$ cat config.mk
export PLATFORM = sky130hd
export DESIGN_NAME = agu_nd
export DESIGN_NICKNAME = d
export VERILOG_FILES = /design/src/rtl/agu_pkg.sv /design/src/rtl/agu_dimsel.sv /design/src/rtl/agu_nd.sv
export SDC_FILE = /design/constraint.sdc
export NUM_CORES = 1
export LEC_CHECK = 0
export CAP_MARGIN = 20
export CORE_MARGIN = 5
export CORE_UTILIZATION = 30
export CTS_CLUSTER_DIAMETER = 200
export DETAILED_ROUTE_END_ITERATION = 8
export PLACE_DENSITY_LB_ADDON = 0.25
export RECOVER_POWER = 100
export SYNTH_ARGS = -nofsm -noshare
export SYNTH_HDL_FRONTEND = slang
export SYNTH_SLANG_ARGS = --single-unit
$ cat constraint.sdc
create_clock -name clk -period 14.3 [get_ports clk]
set_clock_uncertainty 0.05 [all_clocks]
set_input_delay 1.43 -clock clk [delete_from_list [all_inputs] [get_ports clk]]
set_output_delay 1.43 -clock clk [all_outputs]
set_load 0.01 [all_outputs]
$ cat src/rtl/agu_pkg.sv
// Shared types and helpers for the N-dimensional address generation unit.
// Holds the controller state encoding, default sizing and slice extraction for flattened vectors.
package agu_pkg;

    typedef enum logic {
        ST_IDLE = 1'b0,
        ST_RUN  = 1'b1
    } agu_state_e;

    localparam int unsigned AGU_BWADDR   = 21;
    localparam int unsigned AGU_BWLENGTH = 8;
    localparam int unsigned AGU_NDIM     = 5;

    localparam int unsigned SLICE_MAX_W = 32;
    localparam int unsigned VEC_MAX_W   = 512;

    // Returns slice k (each w bits wide) of a flattened vector, right-aligned;
    // the caller narrows the result to its own field width.
    function automatic logic [SLICE_MAX_W-1:0] agu_slice(
        input logic [VEC_MAX_W-1:0] vec,
        input int unsigned          k,
        input int unsigned          w
    );
        logic [VEC_MAX_W-1:0] shifted;
        shifted = vec >> (k * w);
        return shifted[SLICE_MAX_W-1:0];
    endfunction

endpackage

$ cat src/rtl/agu_dimsel.sv
// Trailing-zero-run encoder: counts how many consecutive counters, starting at i_0,
// are already zero. That count selects the dimension that steps on the next beat.
module agu_dimsel
    import agu_pkg::*;
#(
    parameter int NDIM = AGU_NDIM,
    parameter int KW   = $clog2(NDIM)
) (
    input  logic [NDIM-2:0] zero_i,
    output logic [KW-1:0]   k_o
);

    logic run;

    always_comb begin
        k_o = '0;
        run = 1'b1;
        for (int i = 0; i < NDIM - 1; i++) begin
            if (run && zero_i[i]) begin
                k_o = KW'(i + 1);
            end else begin
                run = 1'b0;
            end
        end
    end

endmodule

$ cat src/rtl/agu_nd.sv
// N-dimensional nested-loop address generator with ready/valid output and optional
// endless repeat; inner dimension 0 steps fastest, each dimension adds its own jump.
module agu_nd
    import agu_pkg::*;
#(
    parameter int BWADDR   = AGU_BWADDR,
    parameter int BWLENGTH = AGU_BWLENGTH,
    parameter int NDIM     = AGU_NDIM
) (
    input  logic                         clk,
    input  logic                         rst_n,
    input  logic                         start,
    input  logic                         repeat_en,
    input  logic                         abort,
    input  logic [BWADDR-1:0]            base,
    input  logic [(NDIM-1)*BWLENGTH-1:0] l,
    input  logic [NDIM*BWADDR-1:0]       j,
    output logic [BWADDR-1:0]            addr,
    output logic                         addr_valid,
    input  logic                         addr_ready,
    output logic                         addr_last,
    output logic [NDIM-2:0]              z,
    output logic                         busy,
    output logic                         done
);

    localparam int NCNT = NDIM - 1;
    localparam int KW   = $clog2(NDIM);

    logic [BWLENGTH-1:0] l_in [NCNT];
    logic [BWADDR-1:0]   j_in [NDIM];

    for (genvar g = 0; g < NCNT; g++) begin : g_lslice
        assign l_in[g] = BWLENGTH'(agu_slice(VEC_MAX_W'(l), g, BWLENGTH));
    end
    for (genvar g = 0; g < NDIM; g++) begin : g_jslice
        assign j_in[g] = BWADDR'(agu_slice(VEC_MAX_W'(j), g, BWADDR));
    end

    agu_state_e          state_q, state_d;
    logic [BWADDR-1:0]   addr_q, addr_d;
    logic [BWLENGTH-1:0] cnt_q [NCNT];
    logic [BWLENGTH-1:0] cnt_d [NCNT];
    logic [BWLENGTH-1:0] l_q [NCNT];
    logic [BWLENGTH-1:0] l_d [NCNT];
    logic [BWADDR-1:0]   j_q [NDIM];
    logic [BWADDR-1:0]   j_d [NDIM];
    logic                rep_q, rep_d;
    logic                done_q, done_d;

    logic [NCNT-1:0]     zf;
    logic [KW-1:0]       ksel;
    logic                last;

    for (genvar g = 0; g < NCNT; g++) begin : g_zf
        assign zf[g] = (cnt_q[g] == '0);
    end
    assign last = &zf;

    agu_dimsel #(
        .NDIM (NDIM),
        .KW   (KW)
    ) u_dimsel (
        .zero_i (zf),
        .k_o    (ksel)
    );

    // When all counters are zero ksel == NDIM-1, so the same update reloads every
    // counter and applies the outermost jump: exactly the repeat restart.
    always_comb begin
        state_d = state_q;
        addr_d  = addr_q;
        cnt_d   = cnt_q;
        l_d     = l_q;
        j_d     = j_q;
        rep_d   = rep_q;
        done_d  = 1'b0;
        case (state_q)
            ST_IDLE: begin
                if (start && !abort) begin
                    state_d = ST_RUN;
                    l_d     = l_in;
                    j_d     = j_in;
                    rep_d   = repeat_en;
                    cnt_d   = l_in;
                    addr_d  = base;
                end
            end
            ST_RUN: begin
                if (abort) begin
                    state_d = ST_IDLE;
                    done_d  = 1'b1;
                end else if (addr_ready) begin
                    addr_d = addr_q + j_q[ksel];
                    for (int m = 0; m < NCNT; m++) begin
                        if (KW'(m) < ksel) begin
                            cnt_d[m] = l_q[m];
                        end else if (KW'(m) == ksel) begin
                            cnt_d[m] = cnt_q[m] - BWLENGTH'(1);
                        end
                    end
                    if (last && !rep_q) begin
                        state_d = ST_IDLE;
                        done_d  = 1'b1;
                    end
                end
            end
            default: state_d = ST_IDLE;
        endcase
    end

    always_ff @(posedge clk or negedge rst_n) begin
        if (!rst_n) begin
            state_q <= ST_IDLE;
            addr_q  <= '0;
            rep_q   <= 1'b0;
            done_q  <= 1'b0;
            for (int m = 0; m < NCNT; m++) begin
                cnt_q[m] <= '0;
                l_q[m]   <= '0;
            end
            for (int m = 0; m < NDIM; m++) begin
                j_q[m] <= '0;
            end
        end else begin
            state_q <= state_d;
            addr_q  <= addr_d;
            rep_q   <= rep_d;
            done_q  <= done_d;
            cnt_q   <= cnt_d;
            l_q     <= l_d;
            j_q     <= j_d;
        end
    end

    assign busy       = (state_q == ST_RUN);
    assign addr_valid = busy;
    assign addr       = addr_q;
    assign addr_last  = busy & last;
    assign z          = busy ? zf : '0;
    assign done       = done_q;

endmodule

After elaboration in Yosys (flattened, before gate mapping)
Index checks and enable logic that the tools add are counted.
{ "word_totals": {"register_bits": 193, "wordCells": 95, "inputBits": 164, "output_inout_bits": 29} }
{ "op_classes": {"bitwise": 3, "reduce_logical": 19, "order_cmp": 5, "n_mux": 36, "eq_ne": 10, "add_sub_neg": 5} }
{ "ops": {"columns": ["op", "n"], "rows": [
  ["two-way mux 21 bit", 5],
  ["two-way mux 32 bit", 3],
  ["two-way mux 8 bit", 8],
  ["one-hot mux 32 bit (2 select lines)", 1],
  ["binary-select mux 21 bit (select 3 bit)", 1],
  ["one-hot mux 21 bit (2 select lines)", 1],
  ["zero test 8 bit", 4],
  ["subtractor 8 x 1 -> 8 bit, second input constant", 4],
  ["adder 21 bit", 1],
  ["AND reduction 4 bit", 5],
  ["two-way mux 1 bit", 12],
  ["!= test 3 x 1 -> 1 bit, second input constant", 4],
  ["two-way mux 3 bit", 3],
  ["equality test 2 x 3 -> 1 bit, first input constant", 2],
  ["< comparator 1 x 3 -> 1 bit, first input constant", 2],
  ["< comparator 2 x 3 -> 1 bit, first input constant", 2],
  ["!= test 2 bit, second input constant", 3],
  ["logical AND 1 bit", 5],
  [">= comparator 4 bit, second input constant", 1],
  ["two-way mux 4 bit", 1],
  ["NOT 3 -> 4 bit", 1],
  ["equality test 1 x 3 -> 1 bit, first input constant", 1],
  ["zero test 3 bit", 1],
  ["AND reduction 3 bit", 1],
  ["other kinds (5)", 6]
]} }

Depth between registers and ports, before layout
{ "logic_depth": {"word_depth": 16, "mapped_depth": 21, "mapped_depth_nobuf": 19} }

By module
Synthesis repeated with hierarchy kept, for this count alone.
{ "unflattened": {"hier_cells": 1218, "hier_area_um2": 10349.9} }
{ "modules_own_cells": {"columns": ["mod", "seq_area_each_um2", "area_each_um2", "n_inst", "cells_per_inst"], "rows": [
  ["agu_nd", 4829.6, 10319.9, 1, 1212],
  ["agu_dimsel", 0.0, 30.0, 1, 6]
]} }

Worst setup path after synthesis
Ideal clock, no wire load.
{ "synth_timing": {"path_kind": "register -> register", "from": "register cnt_q[0] in the netlist's numbering", "to": "register addr_q[20] (netlist: addr[20])", "period_less_slack_ns": 4.486, "t_arrival_ns": 4.367, "stages_incl_launch_ff": 21, "required_time_ns": 14.181, "setup_ns": 0.069, "path_slack_ns": 9.814, "n_path_buf": 3, "path_cell_list": "dfrtp_1 -> inv_1 -> ha_1 -> or4b_4 -> or4_4 -> buf_6 -> buf_2 -> mux2i_1 -> a211oi_1 -> a21oi_1 -> o21ai_0 -> ha_1 -> clkbuf_1 -> a21o_1 -> a221oi_1 -> and3_1 -> o21ai_0 -> a41oi_1 -> xnor2_1 -> or3_1 -> nand3_1"} }
{ "synth_between": {"elab_chain_len": 11} }
{ "synth_lines": {"columns": ["element", "line_no", "source"], "rows": [
  ["start: declaration", "agu_nd.sv:42", "logic [BWLENGTH-1:0] cnt_q [NCNT];"],
  ["start signal: assignment", "agu_nd.sv:130", "cnt_q <= cnt_d;"],
  ["zero test 8 bit", "agu_nd.sv:56", "assign zf[g] = (cnt_q[g] == '0);"],
  ["logical AND 1 bit", "agu_dimsel.sv:19", "if (run && zero_i[i]) begin"],
  ["two-way mux 3 bit", "agu_dimsel.sv:19", null],
  ["NOT 3 -> 4 bit (not written as such)", "agu_nd.sv:94", "addr_d = addr_q + j_q[ksel];"],
  ["binary-select mux 21 bit (select 3 bit)", "agu_nd.sv:94", null],
  ["two-way mux 21 bit (not written as such) (2 in series)", "agu_nd.sv:94", null],
  ["adder 21 bit", "agu_nd.sv:94", null],
  ["two-way mux 21 bit", "agu_nd.sv:93", "end else if (addr_ready) begin"],
  ["two-way mux 21 bit", "agu_nd.sv:90", "if (abort) begin"],
  ["one-hot mux 21 bit (2 select lines)", "agu_nd.sv:78", "case (state_q)"],
  ["end signal: assignment", "agu_nd.sv:127", "addr_q <= addr_d;"],
  ["end: declaration", "agu_nd.sv:41", "logic [BWADDR-1:0] addr_q, addr_d;"]
]} }
Every way passes these cells. The select of a mux whose other input is x is not followed.
A chain may end at the register's enable or synchronous reset.

Worst setup path after layout
{ "layout_timing": {"from": "register state_q (netlist: addr_valid)", "to": "register l_q[6] in the netlist's numbering"} }
{ "layout_between": {"elab_chain_len": 2} }
{ "layout_lines": {"columns": ["element", "line_no", "source"], "rows": [
  ["start: declaration", "agu_nd.sv:40", "agu_state_e state_q, state_d;"],
  ["start signal: assignment", "agu_nd.sv:126", "state_q <= state_d;"],
  ["NOT 1 bit (no source line)", null, null],
  ["AND reduction 2 bit (no source line)", null, null],
  ["end signal: assignment", "agu_nd.sv:131", "l_q <= l_d;"],
  ["end: declaration", "agu_nd.sv:44", "logic [BWLENGTH-1:0] l_q [NCNT];"]
]} }
Every way passes these cells.

==> qor.yml <==
run_status:
  status: "finished, violations left"
  violations: "capacitance limit, slew limit"
clock_tree:
  cts_sinks: 193
  clk_latency_ns: 0.44
  cts-buffers-inserted: 17
  cts_buffer_depth: 2
  clkSlewWorstSetupHoldPaths_ns: 0.08
  cts_max_level: 4
  post_cts_resize_count: 0
  root_buffer: "clkbuf_16"
  postCtsSetupRepairBufs: 0
  cts_tree: "built"
  cts_hold_buf: 0
layout:
  antenna_cells: 0
  final_layout_size_suffix_gt1_frac: 0.0333
  multi_input_area_sq_um: 5110
  final_area_sq_um: 13200
  syn2layout_area_growth_pct: 27.8
  final_cell_mix: "505 x nand2_1, 193 x dfrtp_1, 166 x clkdlybuf4s50_1, 91 x o21ai_0, 73 x a21oi_1"
  fill_cells: 3478
  final_common_cell: "nand2_1"
  regArea_sq_um: 4830
  nNetsFinal: 1618
critical_path:
  cpLargestDelayFamily: "buffers and inverters"
  cp-start-kind: "register"
  critPathRequiredTime_ns: 14.46
  crit_chain: "clkbuf_1, nand2b_1, or2_0, clkbuf_1, clkbuf_1, o21ai_0"
  cp_slowest_stage_delay_ns: 2.03
  cp_data_arrival_time_ns: 9.06
  cpMostUsedCell: "clkbuf_1"
  cp_max_fo: 61
  critPathCaptureType: "register"
  slowest_stage: "clkbuf_1"
  cp.buffers_inverters: 3
  worstSetupPathType: "reg2reg"
synthesis:
  synth_simple_gate_area_frac: 0.264
  ys_ff_latch: 193
  yosysSeqAreaShare: 0.469
  syn_nets: 1466
  synth-compound-area-share: 0.147
  netlist_area_sq_um: 10300
  ys.flop_type: "dfrtp_1"
  syn_inst: 1275
  synth_top_family_by_area: "simple AND/OR/NAND/NOR gates"
  synthXorXnorAreaFrac: 0.0196
  yosys_warnings: 0
  ys_types: 63
  synth-edff-count: 0
  synthMuxAreaShare: 0.0316
  synth_adder_area_share: 0.0335
  avgSynthCellArea_sq_um: 8.08
  ys_async_sr_fraction: 1.00
placement:
  postPlaceCellArea_sq_um: 12600
  place.gp.congestion: 0.847
  dp_hpwl_microns: 23200
  port_buffers: 192
  post-place-ws_ns: 9.38
floorplanning:
  ios: 193
  dieArea_sq_um: 38100
  die-height_microns: 195
  core_sq_um: 33700
  initial_core_util: 0.306
  core.rowCount: 67
  die_w_microns: 195
timing:
  fmax_mhz: 112
  relSlewSlack: -1.59
  finalCriticalPeriod_ns: 8.89
  worst_pin_slew_ns: 3.88
  holdWs_ns: 0.425
  setup_violations: 0
  hold_viol_final: 0
  setup_tns_ns: 0
  fin_crit_sh: 0.622
  rsz0062_at_grt: "no"
  worst_slack_ns: 5.41
  slew_violations: 677
worst_hold_path:
  hp-class: "reg2reg"
detailed_routing:
  drt-initial-drc-count: 496
  wl_per_cell_microns: 17.1
  first_pass_iters: 5
  via_count: 9100
  postRouteAntennaNets: 0
  routed_via_density: 4.82
  wl_microns: 32300
  route.detailed.drc: 0
global_routing:
  grt_max_degree: 87
  overflow: 0
  grt_use_total: 0.168
  antenna_found_initial: 1
  grt_pass1_vias: 9424
  grt_first_pass_wirelength_microns: 51800
power:
  peakVddDrop_mv: 0.0869
  leakage_nw: 6.22
  p_per_area_nw_per_um2: 138
  power_mw: 1.82
flow_run:
  maxCapViolCount: 13
-- layout make-up --
cell class,count,area share
Clock buffer,18,0.0334
Inverter,16,0.00456
Sequential cell,193,0.367
Timing Repair Buffer,207,0.150
Multi-Input combinational cell,992,0.388
Clock inverter,14,0.0144
Tap cell,448,0.0426
-- worst min-delay path: cells and delay by family, from the launching register on --
family	cells	cell delay [ns]
flip-flops	1	0.34
AND/OR/NAND/NOR	2	0.10
-- power by group --
part / internal (mW) / switching [mW] / total [mW]
sequential: 0.654 / 0.0945 / 0.748
combinational: 0.254 / 0.302 / 0.557
clock: 0.273 / 0.241 / 0.514
-- cells by family after synthesis --
kind of cell             after synthesis
XOR/XNOR                              23
buffers and inverters                 90
AND/OR/NAND/NOR                      656
multiplexers                          32
AO/OA/AOI/OAI                        254
adder cells (fa/ha/maj)               27
flip-flops                           193
-- final timing paths --
path,start,to,slack [ns],cells past startpoint
worst min-delay path,j_q[17]$_DFFE_PN0P_,j_q[17]$_DFFE_PN0P_,0.42,2
worst max register to register,addr_valid$_DFF_PN0_,l_q[6]$_DFFE_PN0P_,5.41,6
worst max-delay path,addr_valid$_DFF_PN0_,l_q[6]$_DFFE_PN0P_,5.41,6
max in group asynchronous,rst_n,addr[10]$_DFFE_PN0P_,6.87,2
min in group asynchronous,rst_n,l_q[29]$_DFFE_PN0P_,2.28,1
worst min register to register,j_q[17]$_DFFE_PN0P_,j_q[17]$_DFFE_PN0P_,0.42,2
-- synth_stat cells (4+ instances only) --
master	number	share of area
nand2_1	505	0.18
dfrtp_1	193	0.47
o21ai_0	91	0.044
a21oi_1	73	0.035
nor2_1	68	0.025
clkbuf_1	65	0.024
mux2i_1	31	0.030
ha_1	26	0.032
a211oi_1	24	0.017
nor3_1	17	0.0083
inv_1	15	0.0055
nand3_1	15	0.0073
a21o_1	13	0.0095
xor2_1	12	0.010
o211ai_1	11	0.0080
xnor2_1	11	0.0094
and3_1	10	0.0061
a31oi_1	9	0.0055
a22oi_1	5	0.0036
and2_1	5	0.0030
or3_1	5	0.0030
a22o_1	4	0.0034
o21a_1	4	0.0029
-- routing by layer --
layer  vias up  wire length [microns]  global-route usage
met5         -                      7                   0
met3        27                   1670              0.0405
li1       4550                      -                   -
met2       208                  15000               0.274
met1      4313                  15200               0.230
met4         2                    414              0.0357
-- through the flow --
stage	cells	utilization
floorplan	1275	-
global placement	1855	0.374
detailed placement	1855	0.374
CTS	1887	0.393
global route	1888	0.391
finish	1888	0.391
-- flip-flops by register name (all words and copies together), names as in the netlist --
signal,count
done,1
addr,21
l_q,32
j_q,105
addr_valid,1
cnt_q,32
rep_q,1
(Power assumes the default switching activity.)
